File: config.mk
export PLATFORM = sky130hd
export DESIGN_NAME = slt_sequencer
export DESIGN_NICKNAME = d
export VERILOG_FILES = /design/src/rtl/slt_pkg.sv /design/src/rtl/slt_sequencer_digit_compare.sv /design/src/rtl/slt_sequencer.sv
export SDC_FILE = /design/constraint.sdc
export NUM_CORES = 1
export LEC_CHECK = 0
export BUFFER_PORTS_ARGS = -buffer_cell sky130_fd_sc_hd__clkbuf_2
export CAP_MARGIN = 20
export CORE_AREA = 3 3 82 84
export DETAILED_ROUTE_END_ITERATION = 10
export DIE_AREA = 0 0 85 87
export PLACE_DENSITY = 0.9
export SYNTH_ARGS = -nofsm -noshare
export SYNTH_HDL_FRONTEND = slang
export SYNTH_SLANG_ARGS = --single-unit
File: constraint.sdc
create_clock -name clk -period 4.3 [get_ports clk]
set_input_delay 0.215 -clock clk [delete_from_list [all_inputs] [get_ports clk]]
set_output_delay 0.215 -clock clk [all_outputs]
set_load 0.05 [all_outputs]
File: src/rtl/slt_pkg.sv
// Shared types and defaults for the multi-cycle SLT/SLTU compare sequencer.
// Latency: n/a (declarations only).
// Backpressure: n/a (declarations only).
package slt_pkg;

  // Sequencer control states: waiting, scanning digits, reporting result.
  typedef enum logic [1:0] {
    IDLE = 2'd0,
    SCAN = 2'd1,
    DONE = 2'd2
  } state_t;

  // Default operand width and digit width (bits examined per cycle).
  localparam int XLEN_DEF  = 32;
  localparam int DIGIT_DEF = 4;

  // Number of digits an operand is split into; the scan length on a tie.
  function automatic int digits(input int xlen, input int digit);
    return xlen / digit;
  endfunction

endpackage

File: src/rtl/slt_sequencer_digit_compare.sv
// Unsigned compare of one DIGIT-wide slice of each operand.
// Latency: purely combinational, zero cycles.
// Backpressure: none; outputs follow inputs continuously.
module digit_compare #(
  parameter int DIGIT = 4
) (
  input  logic [DIGIT-1:0] a,
  input  logic [DIGIT-1:0] b,
  output logic             eq,
  output logic             lt
);

  // Equality decides whether the scan continues; lt is only consumed when eq=0
  // or on the final digit, where a tie correctly yields lt=0.
  always_comb begin
    eq = (a == b);
    lt = (a < b);
  end

endmodule

File: src/rtl/slt_sequencer.sv
// MSB-first digit-serial less-than for SLT/SLTI/SLTU/SLTIU, result zero-extended.
// Latency: done 1+k cycles after start, k = position of first differing digit (max XLEN/DIGIT).
// Backpressure: start is sampled only while busy=0; starts during a scan are dropped, not queued.
module slt_sequencer
  import slt_pkg::*;
#(
  parameter int XLEN  = XLEN_DEF,
  parameter int DIGIT = DIGIT_DEF
) (
  input  logic            clk,
  input  logic            reset,
  input  logic            start,
  input  logic            op_unsigned,
  input  logic [XLEN-1:0] rs1,
  input  logic [XLEN-1:0] rs2,
  output logic            busy,
  output logic            done,
  output logic [XLEN-1:0] result
);

  localparam int NDIG = digits(XLEN, DIGIT);
  // Keep the index at least one bit wide so a single-digit build still elaborates.
  localparam int IW   = (NDIG > 1) ? $clog2(NDIG) : 1;
  // Width of the bit offset of a digit inside an operand.
  localparam int SW   = (XLEN > 1) ? $clog2(XLEN) : 1;
  localparam logic [IW-1:0] LAST_IDX = IW'(NDIG - 1);

  // A digit width that does not tile the operand would leave bits unscanned.
  if ((XLEN % DIGIT) != 0) begin : g_bad_digit
    $error("slt_sequencer: DIGIT (%0d) must divide XLEN (%0d)", DIGIT, XLEN);
  end

  state_t            state_q;
  state_t            state_d;
  logic [XLEN-1:0]   a_q;
  logic [XLEN-1:0]   b_q;
  logic [IW-1:0]     idx_q;
  logic              lt_q;

  logic              accept;
  logic              scan_end;
  logic [SW-1:0]     sel_lsb;
  logic [DIGIT-1:0]  a_dig;
  logic [DIGIT-1:0]  b_dig;
  logic              dig_eq;
  logic              dig_lt;

  // A new request is taken whenever no scan is in flight, including the DONE
  // cycle, so back-to-back operations need no idle bubble.
  assign accept = start && (state_q != SCAN);

  // Scan finishes on the first differing digit or after the least significant one.
  assign scan_end = !dig_eq || (idx_q == '0);

  // Select the current digit of each operand, walking from the MSB down.
  assign sel_lsb = SW'(idx_q) * SW'(DIGIT);
  assign a_dig   = a_q[sel_lsb +: DIGIT];
  assign b_dig   = b_q[sel_lsb +: DIGIT];

  digit_compare #(
    .DIGIT (DIGIT)
  ) u_digit_compare (
    .a  (a_dig),
    .b  (b_dig),
    .eq (dig_eq),
    .lt (dig_lt)
  );

  // State register.
  always_ff @(posedge clk) begin
    if (reset) begin
      state_q <= IDLE;
    end else begin
      state_q <= state_d;
    end
  end

  // Next-state logic: DONE behaves like IDLE for accepting new work.
  always_comb begin
    state_d = state_q;
    case (state_q)
      IDLE:    state_d = accept ? SCAN : IDLE;
      SCAN:    state_d = scan_end ? DONE : SCAN;
      DONE:    state_d = accept ? SCAN : IDLE;
      default: state_d = IDLE;
    endcase
  end

  // Outputs decode registered state only; nothing flows combinationally from inputs.
  always_comb begin
    busy = (state_q == SCAN);
    done = (state_q == DONE);
  end

  // Operand capture and digit index. Flipping the sign bit of both operands for
  // signed ops maps two's-complement order onto plain unsigned order, so the
  // datapath only ever performs unsigned digit compares.
  always_ff @(posedge clk) begin
    if (reset) begin
      a_q   <= '0;
      b_q   <= '0;
      idx_q <= '0;
    end else if (accept) begin
      a_q   <= {rs1[XLEN-1] ^ ~op_unsigned, rs1[XLEN-2:0]};
      b_q   <= {rs2[XLEN-1] ^ ~op_unsigned, rs2[XLEN-2:0]};
      idx_q <= LAST_IDX;
    end else if ((state_q == SCAN) && !scan_end) begin
      idx_q <= idx_q - 1'b1;
    end
  end

  // Result flag is written only when a scan completes; a fresh start leaves the
  // previous answer visible until the new one is ready.
  always_ff @(posedge clk) begin
    if (reset) begin
      lt_q <= 1'b0;
    end else if ((state_q == SCAN) && scan_end) begin
      lt_q <= dig_lt;
    end
  end

  assign result = {{(XLEN-1){1'b0}}, lt_q};

endmodule

==> impl_metrics.tcl, run 1 <==
set metrics [dict create \
    status "complete, no violations" \
    synth-warning-count 0 \
    cts_buffer_depth 2 \
    post_cts_buffers 0 \
    overflow 0 \
    dp.cells 504 \
    tritoncts "done" \
    use_met3_pct 4.82 \
    grt_pass1_vias 2661 \
    synthCells 384 \
    r2r-start "idx_q[0]" \
    ys_types 28 \
    final_max_slew_viol_count 0 \
    clk_latency_ps 350 \
    hold_violations 0 \
    yosysTopAreaCell "dfxtp_1" \
    grtUsageMet2_pct 35.8 \
    gr-usage-all-layers_pct 20.4 \
    holdCritStartpoint "rs1[25]" \
    ant_nets 0 \
    cap_viol_max_count 0 \
    start_util_pct 55.3 \
    io_buffers 70 \
    dr.pass1.iters 7 \
    rsz0062_at_grt "false" \
    yosysMostFrequentCell "nand2_1" \
    antenna_found_initial 0 \
    place_congestion 0.798 \
    p_seq_share_pct 45.1 \
    start_kind "register" \
    layout-drive-gt1-share_pct 23.1 \
    fmax_mhz 313 \
    cp_max_fo 12 \
    end_kind "register" \
    synth-edff-count 0 \
    synth_flop_cell "dfxtp_1" \
    crit_slowest_cell "dfxtp_1" \
    finalCritPeriodShare_pct 74.4 \
    dr.first_iter.drc_count 342 \
    h-tree-depth 3 \
    setup_slack_ps 1100 \
    diodes 0 \
    p_leak_nw 1.65 \
    fp.dieH_um 87 \
    p_sw_w 0.000498 \
    yosys.area.top_type_share_pct 42.3 \
    ys_ff_latch 70 \
    pwr-share-comb_pct 22.1 \
    nets 515 \
    dp_slack_ps 1130 \
    dieWidth_um 85 \
    synth_area_per_cell_sq_um 8.62 \
    min_path_type "in2reg" \
    crit_required_ps 4550 \
    synthesis.area_sq_um 3310 \
    wl_per_cell_um 14.2 \
    grt_pass1_wl_um 11900 \
    clkPwrFrac_pct 32.8 \
    arrival_ps 3450 \
    clkTransAtPathRegs_ps 70 \
    met1_usage_pct 23.8 \
    io_pins 102 \
    die_area_sq_um 7400 \
    crit_start "idx_q[0]" \
    num_vias 2723 \
    yosysSeqAreaShare_pct 42.3 \
    path_class "reg2reg" \
    rows 28 \
    final_cell_count_no_fill 521 \
    switching_share_pct 30.5 \
    syn_to_final_growth_pct 13.3 \
    slew-limit-headroom_pct 32.0 \
    clockRootBuffer "clkbuf_8" \
    p_total_w 0.00163 \
    place_hpwl_um 5360 \
    async_flop_share_pct 0 \
    ctsHoldBuffers 0 \
    cpPeakStageDelay_ps 760 \
    critPathTopFamily "multiplexers" \
    cts_made_buffers 9 \
    worst_clock_skew_ps 10.6 \
    viasPerCell 5.23 \
    wl_um 7390 \
    p_int_w 0.00113 \
    grt_max_degree 65 \
    synth_common_cells "nand2_1, dfxtp_1, a21oi_1" \
    fin_crit_ps 3200 \
    synth_area_leaders "dfxtp_1, nand2_1, a21oi_1" \
    cts_resized 0 \
    busiest_layer "met2" \
    ir_worst_vdd_mv 0.264 \
    cts_sinks 70 \
    worst-path-buf-inv 1 \
    setup_violations 0 \
    drc_errors 0 \
    fin_setup_tns_ps 0 \
    core_area_sq_um 5990 \
    p_per_area_nw_per_um2 435 \
    worst_pin_slew_ps 1020 \
    path_cells "buf_4, mux4_1, mux2_2, ha_1, nand4_1, o21ai_1, a21oi_1, a211oi_1" \
]
## logic make-up after synthesis
logic type                 synth area share (%)
AOI/OAI and AO/OA                          11.9
xor gates and xnor gates                  0.529
adders and majority gates                  2.27
buffers and inverters                      11.8
DFF                                        42.3
muxes                                      14.2
other                                     0.113
and+or+nand+nor                            16.8
## stage by stage
| stage | utilization [%] | hold slack (ps) | instance area, sq um |
|---|---|---|---|
| 4_1_cts | 62.2 | 74.6 | 3720 |
| 2_1_floorplan | - | 351 | 3420 |
| 6_report | 62.6 | 84.5 | 3750 |
| 3_3_place_gp | 58.8 | 439 | 3520 |
| 3_5_place_dp | 58.8 | 444 | 3520 |
| 5_1_grt | 62.6 | 78.7 | 3750 |
## final timing paths
path | slack (ps) | endpoint | cells past startpoint
setup / recovery | 1100 | idx_q[0] | 8
setup reg to reg | 1100 | idx_q[0] | 8
hold / removal | 80 | a_q[25] | 3
hold reg to reg | 460 | b_q[0] | 2
## cell usage in the layout, fill, tap and decap left out, drive strengths merged
cell,synthesis,routed
o41ai,1,1
mux2i,4,4
mux2,4,4
a21oi,69,69
and2,1,1
nor3,2,2
a211oi,2,2
a311oi,1,1
inv,5,5
nand2,129,129
conb,1,31
nand4,1,1
clkinv,0,1
o21ai,2,2
nand2b,3,3
dfxtp,70,70
clkbuf,9,83
nand3b,1,1
ha,6,6
bufinv,0,1
xnor2,2,2
o31ai,1,1
mux4,16,16
buf,49,4
nor2b,2,2
nor2,3,3
clkinvlp,0,1
## final cells by class
class	count	area, sq um
timing repair buffer	74	400
clock inverter	3	42.5
inverter	5	18.8
clock buffer	13	159
sequential	70	1400
tap	75	93.8
fill	493	2240
multi-input combinational	281	1640
## metal layers
layer,share of wire [%],vias up
li1,-,1340
met1,40,1250
met2,51,111
met3,6.1,22
met4,2.6,0
met5,0,-
## tightest hold or removal path, stage by stage
cell and delay (ps):
clkbuf_2 80, nand2_1 40, a21oi_1 50
## registers in the layout, summed over array words and instances (netlist names)
signal / flops
state_q: 2
b_q: 32
a_q: 32
lt_q: 1
idx_q: 3
## power groups by stage
stage / combinational (W) / clock, W / sequential [W]
floorplan: 0.000317 / 0 / 0.000728
global placement: 0.000335 / 0 / 0.000747
detailed placement: 0.000351 / 0 / 0.000751
CTS: 0.000354 / 0.000542 / 0.000736
global route: 0.000397 / 0.000567 / 0.000742
finish: 0.000361 / 0.000535 / 0.000736
No activity file was read; power rests on OpenSTA's default activity.
==> inputs of run 2 (changes only) <==
--- a/config.mk
+++ b/config.mk
@@ -7,10 +7,10 @@
 export LEC_CHECK = 0
 export BUFFER_PORTS_ARGS = -buffer_cell sky130_fd_sc_hd__clkbuf_2
 export CAP_MARGIN = 20
-export CORE_AREA = 3 3 82 84
+export CORE_AREA = 3 3 85 87
 export DETAILED_ROUTE_END_ITERATION = 10
-export DIE_AREA = 0 0 85 87
-export PLACE_DENSITY = 0.9
+export DIE_AREA = 0 0 88 90
+export PLACE_DENSITY = 0.85
 export SYNTH_ARGS = -nofsm -noshare
 export SYNTH_HDL_FRONTEND = slang
 export SYNTH_SLANG_ARGS = --single-unit
==> constraint.sdc (replaced) <==
create_clock -name clk -period 3.01 [get_ports clk]
set_input_delay 0.1505 -clock clk [delete_from_list [all_inputs] [get_ports clk]]
set_output_delay 0.1505 -clock clk [all_outputs]
set_load 0.05 [all_outputs]
==> impl_metrics.tcl, run 2 (synthesis results as in run 1) <==
set metrics [dict create \
    status "complete, no violations" \
    start_kind "register" \
    ctsHoldBuffers 0 \
    regArea_sq_um 1400 \
    pwr-share-comb_pct 23.2 \
    rows 29 \
    p_sw_w 0.000690 \
    io_pins 102 \
    cap_viol_max_count 0 \
    crit_required_ps 3260 \
    worst-path-buf-inv 1 \
    cpPeakStageDelay_ps 600 \
    worst_pin_slew_ps 771 \
    cts_made_buffers 9 \
    crit_slowest_cell "mux4_1" \
    ant_nets 0 \
    crit_end "idx_q[0]" \
    r2r-start "idx_q[0]" \
    nets 517 \
    grt_max_degree 65 \
    fmax_mhz 371 \
    worstReg2RegEnd "idx_q[0]" \
    wl_per_cell_um 13.3 \
    p_total_w 0.00222 \
    worst_clock_skew_ps 7.96 \
    cp.depth 8 \
    placed_area_sq_um 3540 \
    setup_violations 0 \
    drc_errors 0 \
    final_common_cell "nand2_1" \
    slew-limit-headroom_pct 48.6 \
    n_fill_cell 559 \
    ir_worst_vdd_mv 0.342 \
    path_cells "buf_4, mux4_1, mux2_2, ha_1, nand4_1, o21ai_1, a21oi_1, a211oi_1" \
    final_max_slew_viol_count 0 \
    multi_input_area_sq_um 1640 \
    fp.dieH_um 90 \
    path_class "reg2reg" \
    tritoncts "done" \
    clk_latency_ps 340 \
    fin_util_pct 58.1 \
    min_path_type "in2reg" \
    design_area_sq_um 3730 \
    place_congestion 0.828 \
    start_util_pct 51.6 \
    viasPerCell 5.01 \
    num_vias 2625 \
    rsz0062_at_grt "false" \
    syn_to_final_growth_pct 12.6 \
    die_area_sq_um 7920 \
    clockRootBuffer "clkbuf_8" \
    end_kind "register" \
    r2r_slack_ps 310 \
    switching_share_pct 31.1 \
    diodes 0 \
    p_per_area_nw_per_um2 596 \
    p_int_w 0.00153 \
    layout-drive-gt1-share_pct 23.0 \
    p_seq_share_pct 47.0 \
    cts_sinks 70 \
    holdWs_ps 23.3 \
    wl_um 6970 \
    cts_buffer_depth 2 \
    crit_start "idx_q[0]" \
    arrival_ps 2940 \
    hold_violations 0 \
    r2r_cells 8 \
    top_regs "a_q (32), b_q (32), idx_q (3)" \
    clkTransAtPathRegs_ps 70 \
    dieWidth_um 88 \
    core_area_sq_um 6420 \
    gr-usage-all-layers_pct 18.2 \
    dr.first_iter.drc_count 259 \
    antenna_found_initial 0 \
    layout_common_cells "nand2_1, dfxtp_1, clkbuf_2, a21oi_1, conb_1" \
    h-tree-depth 3 \
    post_cts_buffers 0 \
    grt_pass1_vias 2462 \
    io_buffers 70 \
    cp_max_fo 13 \
    clkPwrFrac_pct 29.8 \
    grt_pass1_wl_um 11400 \
    overflow 0 \
    p_leak_nw 1.65 \
    finalCritPeriodShare_pct 89.6 \
    fin_crit_ps 2700 \
    fin_setup_tns_ps 0 \
    dr.pass1.iters 4 \
    cts_resized 0 \
    place_hpwl_um 5110 \
    critPathTopFamily "multiplexers" \
]
run 2: changes by cell type in the layout (fill, tap and decap cells not counted):
cell	delta
bufinv_16	-1
buf_16	-1
clkinvlp_4	-1
buf_12	+1
clkbuf_1	+1
buf_4	+2
run 2: cell type report:
class / instances / share of cell area [%]
clock buffer: 14 / 4.36
clock inverter: 1 / 0.134
inverter: 5 / 0.503
multi-input combinational: 281 / 43.9
sequential: 70 / 37.6
tap: 77 / 2.58
timing repair buffer: 76 / 10.9
run 2: routing by layer:
layer / up-vias / track usage, % / wire length, um / share of wire, %
li1: 1342 / - / - / -
met1: 1178 / 23.6 / 2880 / 41
met2: 92 / 29.7 / 3510 / 50
met3: 13 / 3.66 / 483 / 6.9
met4: 0 / 6.91 / 102 / 1.5
met5: - / 0 / 0 / 0
run 2: power groups by stage:
stage,combinational [W],clock [W],sequential (W)
5_1_grt,0.000574,0.000699,0.00105
3_5_place_dp,0.000506,0,0.00107
6_report,0.000514,0.000662,0.00104
4_1_cts,0.000510,0.000668,0.00105
2_1_floorplan,0.000452,0,0.00104
3_3_place_gp,0.000489,0,0.00106
run 2: worst min-delay path by stage:
stage / start / to / slack (ps) / cells past startpoint
final: rs1[15] / a_q[15] / 20 / 3
after floorplan: rs1[0] / a_q[0] / 290 / 2
after CTS: rs1[15] / a_q[15] / 10 / 3
after detailed placement: rs1[15] / a_q[15] / 380 / 3
after global placement: rs1[9] / a_q[9] / 380 / 3
after global routing: rs2[1] / b_q[1] / 30 / 3
run 2: per-stage QoR:
stage | worst slack (ps) | instances
after CTS | 295 | 523
after floorplan | 679 | 414
after detailed placement | 325 | 508
after global placement | 478 | 508
after global routing | 61.8 | 524
final | 314 | 524
run 2: worst register-to-register path, cell delays in order (launching register included):
cell and delay, ps:
dfxtp_1 320, buf_4 240, mux4_1 600, mux2_2 280, ha_1 290, nand4_1 180
o21ai_1 350, a21oi_1 110, a211oi_1 230
==> inputs of run 3 (changes only) <==
--- a/config.mk
+++ b/config.mk
@@ -11,6 +11,7 @@
 export DETAILED_ROUTE_END_ITERATION = 10
 export DIE_AREA = 0 0 88 90
 export PLACE_DENSITY = 0.85
+export RECOVER_POWER = 50
 export SYNTH_ARGS = -nofsm -noshare
 export SYNTH_HDL_FRONTEND = slang
 export SYNTH_SLANG_ARGS = --single-unit
==> impl_metrics.tcl, run 3 (synthesis results as in run 1) <==
set metrics [dict create \
    status "complete, no violations" \
    cts_made_buffers 9 \
    placed_area_sq_um 3540 \
    grt_pass1_vias 2462 \
    dp.cells 508 \
    design_area_sq_um 3720 \
    cap_viol_max_count 0 \
    final_common_cell "nand2_1" \
    antenna_found_initial 0 \
    crit_start "idx_q[0]" \
    slew-limit-headroom_pct 27.9 \
    rows 29 \
    dp_slack_ps 325 \
    p_per_area_nw_per_um2 597 \
    cts_sinks 70 \
    wl_um 6980 \
    ant_nets 0 \
    viasPerCell 5.03 \
    grt_pass1_wl_um 11400 \
    crit_required_ps 3260 \
    worstReg2RegEnd "idx_q[0]" \
    clockRootBuffer "clkbuf_8" \
    r2r_cells 8 \
    p_leak_nw 1.64 \
    core_area_sq_um 6420 \
    fp.dieH_um 90 \
    end_kind "register" \
    wl_per_cell_um 13.3 \
    r2r-start "idx_q[0]" \
    io_pins 102 \
    fin_crit_ps 2710 \
    final_cell_count_no_fill 524 \
    dieWidth_um 88 \
    fin_setup_tns_ps 0 \
    ctsHoldBuffers 0 \
    dr.pass1.iters 4 \
    io_buffers 70 \
    gr-usage-all-layers_pct 18.2 \
    fmax_mhz 369 \
    overflow 0 \
    path_class "reg2reg" \
    top_regs "a_q (32), b_q (32), idx_q (3)" \
    post_cts_buffers 0 \
    cts_resized 0 \
    arrival_ps 2950 \
    layout-drive-gt1-share_pct 22.1 \
    diodes 0 \
    use_met3_pct 3.66 \
    grt_max_degree 65 \
    place_congestion 0.828 \
    cts_buffer_depth 2 \
    syn_to_final_growth_pct 12.4 \
    tritoncts "done" \
    place_hpwl_um 5110 \
    h-tree-depth 3 \
    hold_violations 0 \
    setup_violations 0 \
    worst_clock_skew_ps 9.24 \
    rsz0062_at_grt "false" \
    busiest_layer "met2" \
    ir_worst_vdd_mv 0.342 \
    final_max_slew_viol_count 0 \
    die_area_sq_um 7920 \
    finalCritPeriodShare_pct 89.9 \
    setup_slack_ps 303 \
    met1_usage_pct 23.6 \
    clkTransAtPathRegs_ps 70 \
    r2r_slack_ps 300 \
    start_kind "register" \
    num_vias 2635 \
    min_path_type "in2reg" \
    dr.first_iter.drc_count 251 \
    p_total_w 0.00222 \
    clk_latency_ps 340 \
    grtUsageMet2_pct 29.7 \
    layout_common_cells "nand2_1, dfxtp_1, a21oi_1, clkbuf_2, conb_1" \
    drc_errors 0 \
    start_util_pct 51.6 \
    worst_pin_slew_ps 1080 \
    cp_max_fo 13 \
    nets 517 \
    crit_end "idx_q[0]" \
]
## run 3: cell count changes in the layout (fill, tap and decap cells not counted)
cell / change
and2_0: +1
clkbuf_2: -2
clkbuf_1: +3
and2_2: -1
buf_4: -1
## run 3: layer usage
layer  up-vias  part of all wire, %
li1       1341                    -
met1      1190                   41
met2        93                   51
met3        11                  6.5
met4         0                  1.8
met5         -                    0
## run 3: worst max-delay path, cell delays in order, from the launching register on
cell and delay [ps]:
dfxtp_1 320, buf_4 240, mux4_1 600, mux2_2 280, ha_1 290, nand4_1 180
o21ai_1 340, a21oi_1 110, a211oi_1 230
## run 3: metrics by stage
stage,hold slack [ps],utilization (%)
after detailed placement,380,55.1
final,21.8,57.9
after floorplan,286,-
after global routing,29.0,57.9
after global placement,377,55.1
after CTS,14.4,57.7
## run 3: worst min path at each step
stage,start,end,cells after the start,slack (ps)
after floorplan,rs1[0],a_q[0],2,290
after global placement,rs1[9],a_q[9],3,380
after detailed placement,rs1[15],a_q[15],3,380
after CTS,rs1[15],a_q[15],3,10
after global routing,rs2[1],b_q[1],3,30
final,rs2[24],b_q[24],3,20
## run 3: where the power goes
group	leakage, nW	internal, W	switching, W
Sequential	0.576	0.000998	0.0000468
Combinational	0.973	0.000192	0.000320
Clock	0.0865	0.000340	0.000324
Total	1.64	0.00153	0.000691
## run 3: final cells by class
class / count / area (sq um)
repair buffers: 76 / 402
flip-flops and latches: 70 / 1400
inverters: 5 / 18.8
clock inverters: 1 / 5.00
well taps: 77 / 96.3
clock buffers: 14 / 163
fillers: 564 / 2700
multi-input cells: 281 / 1640
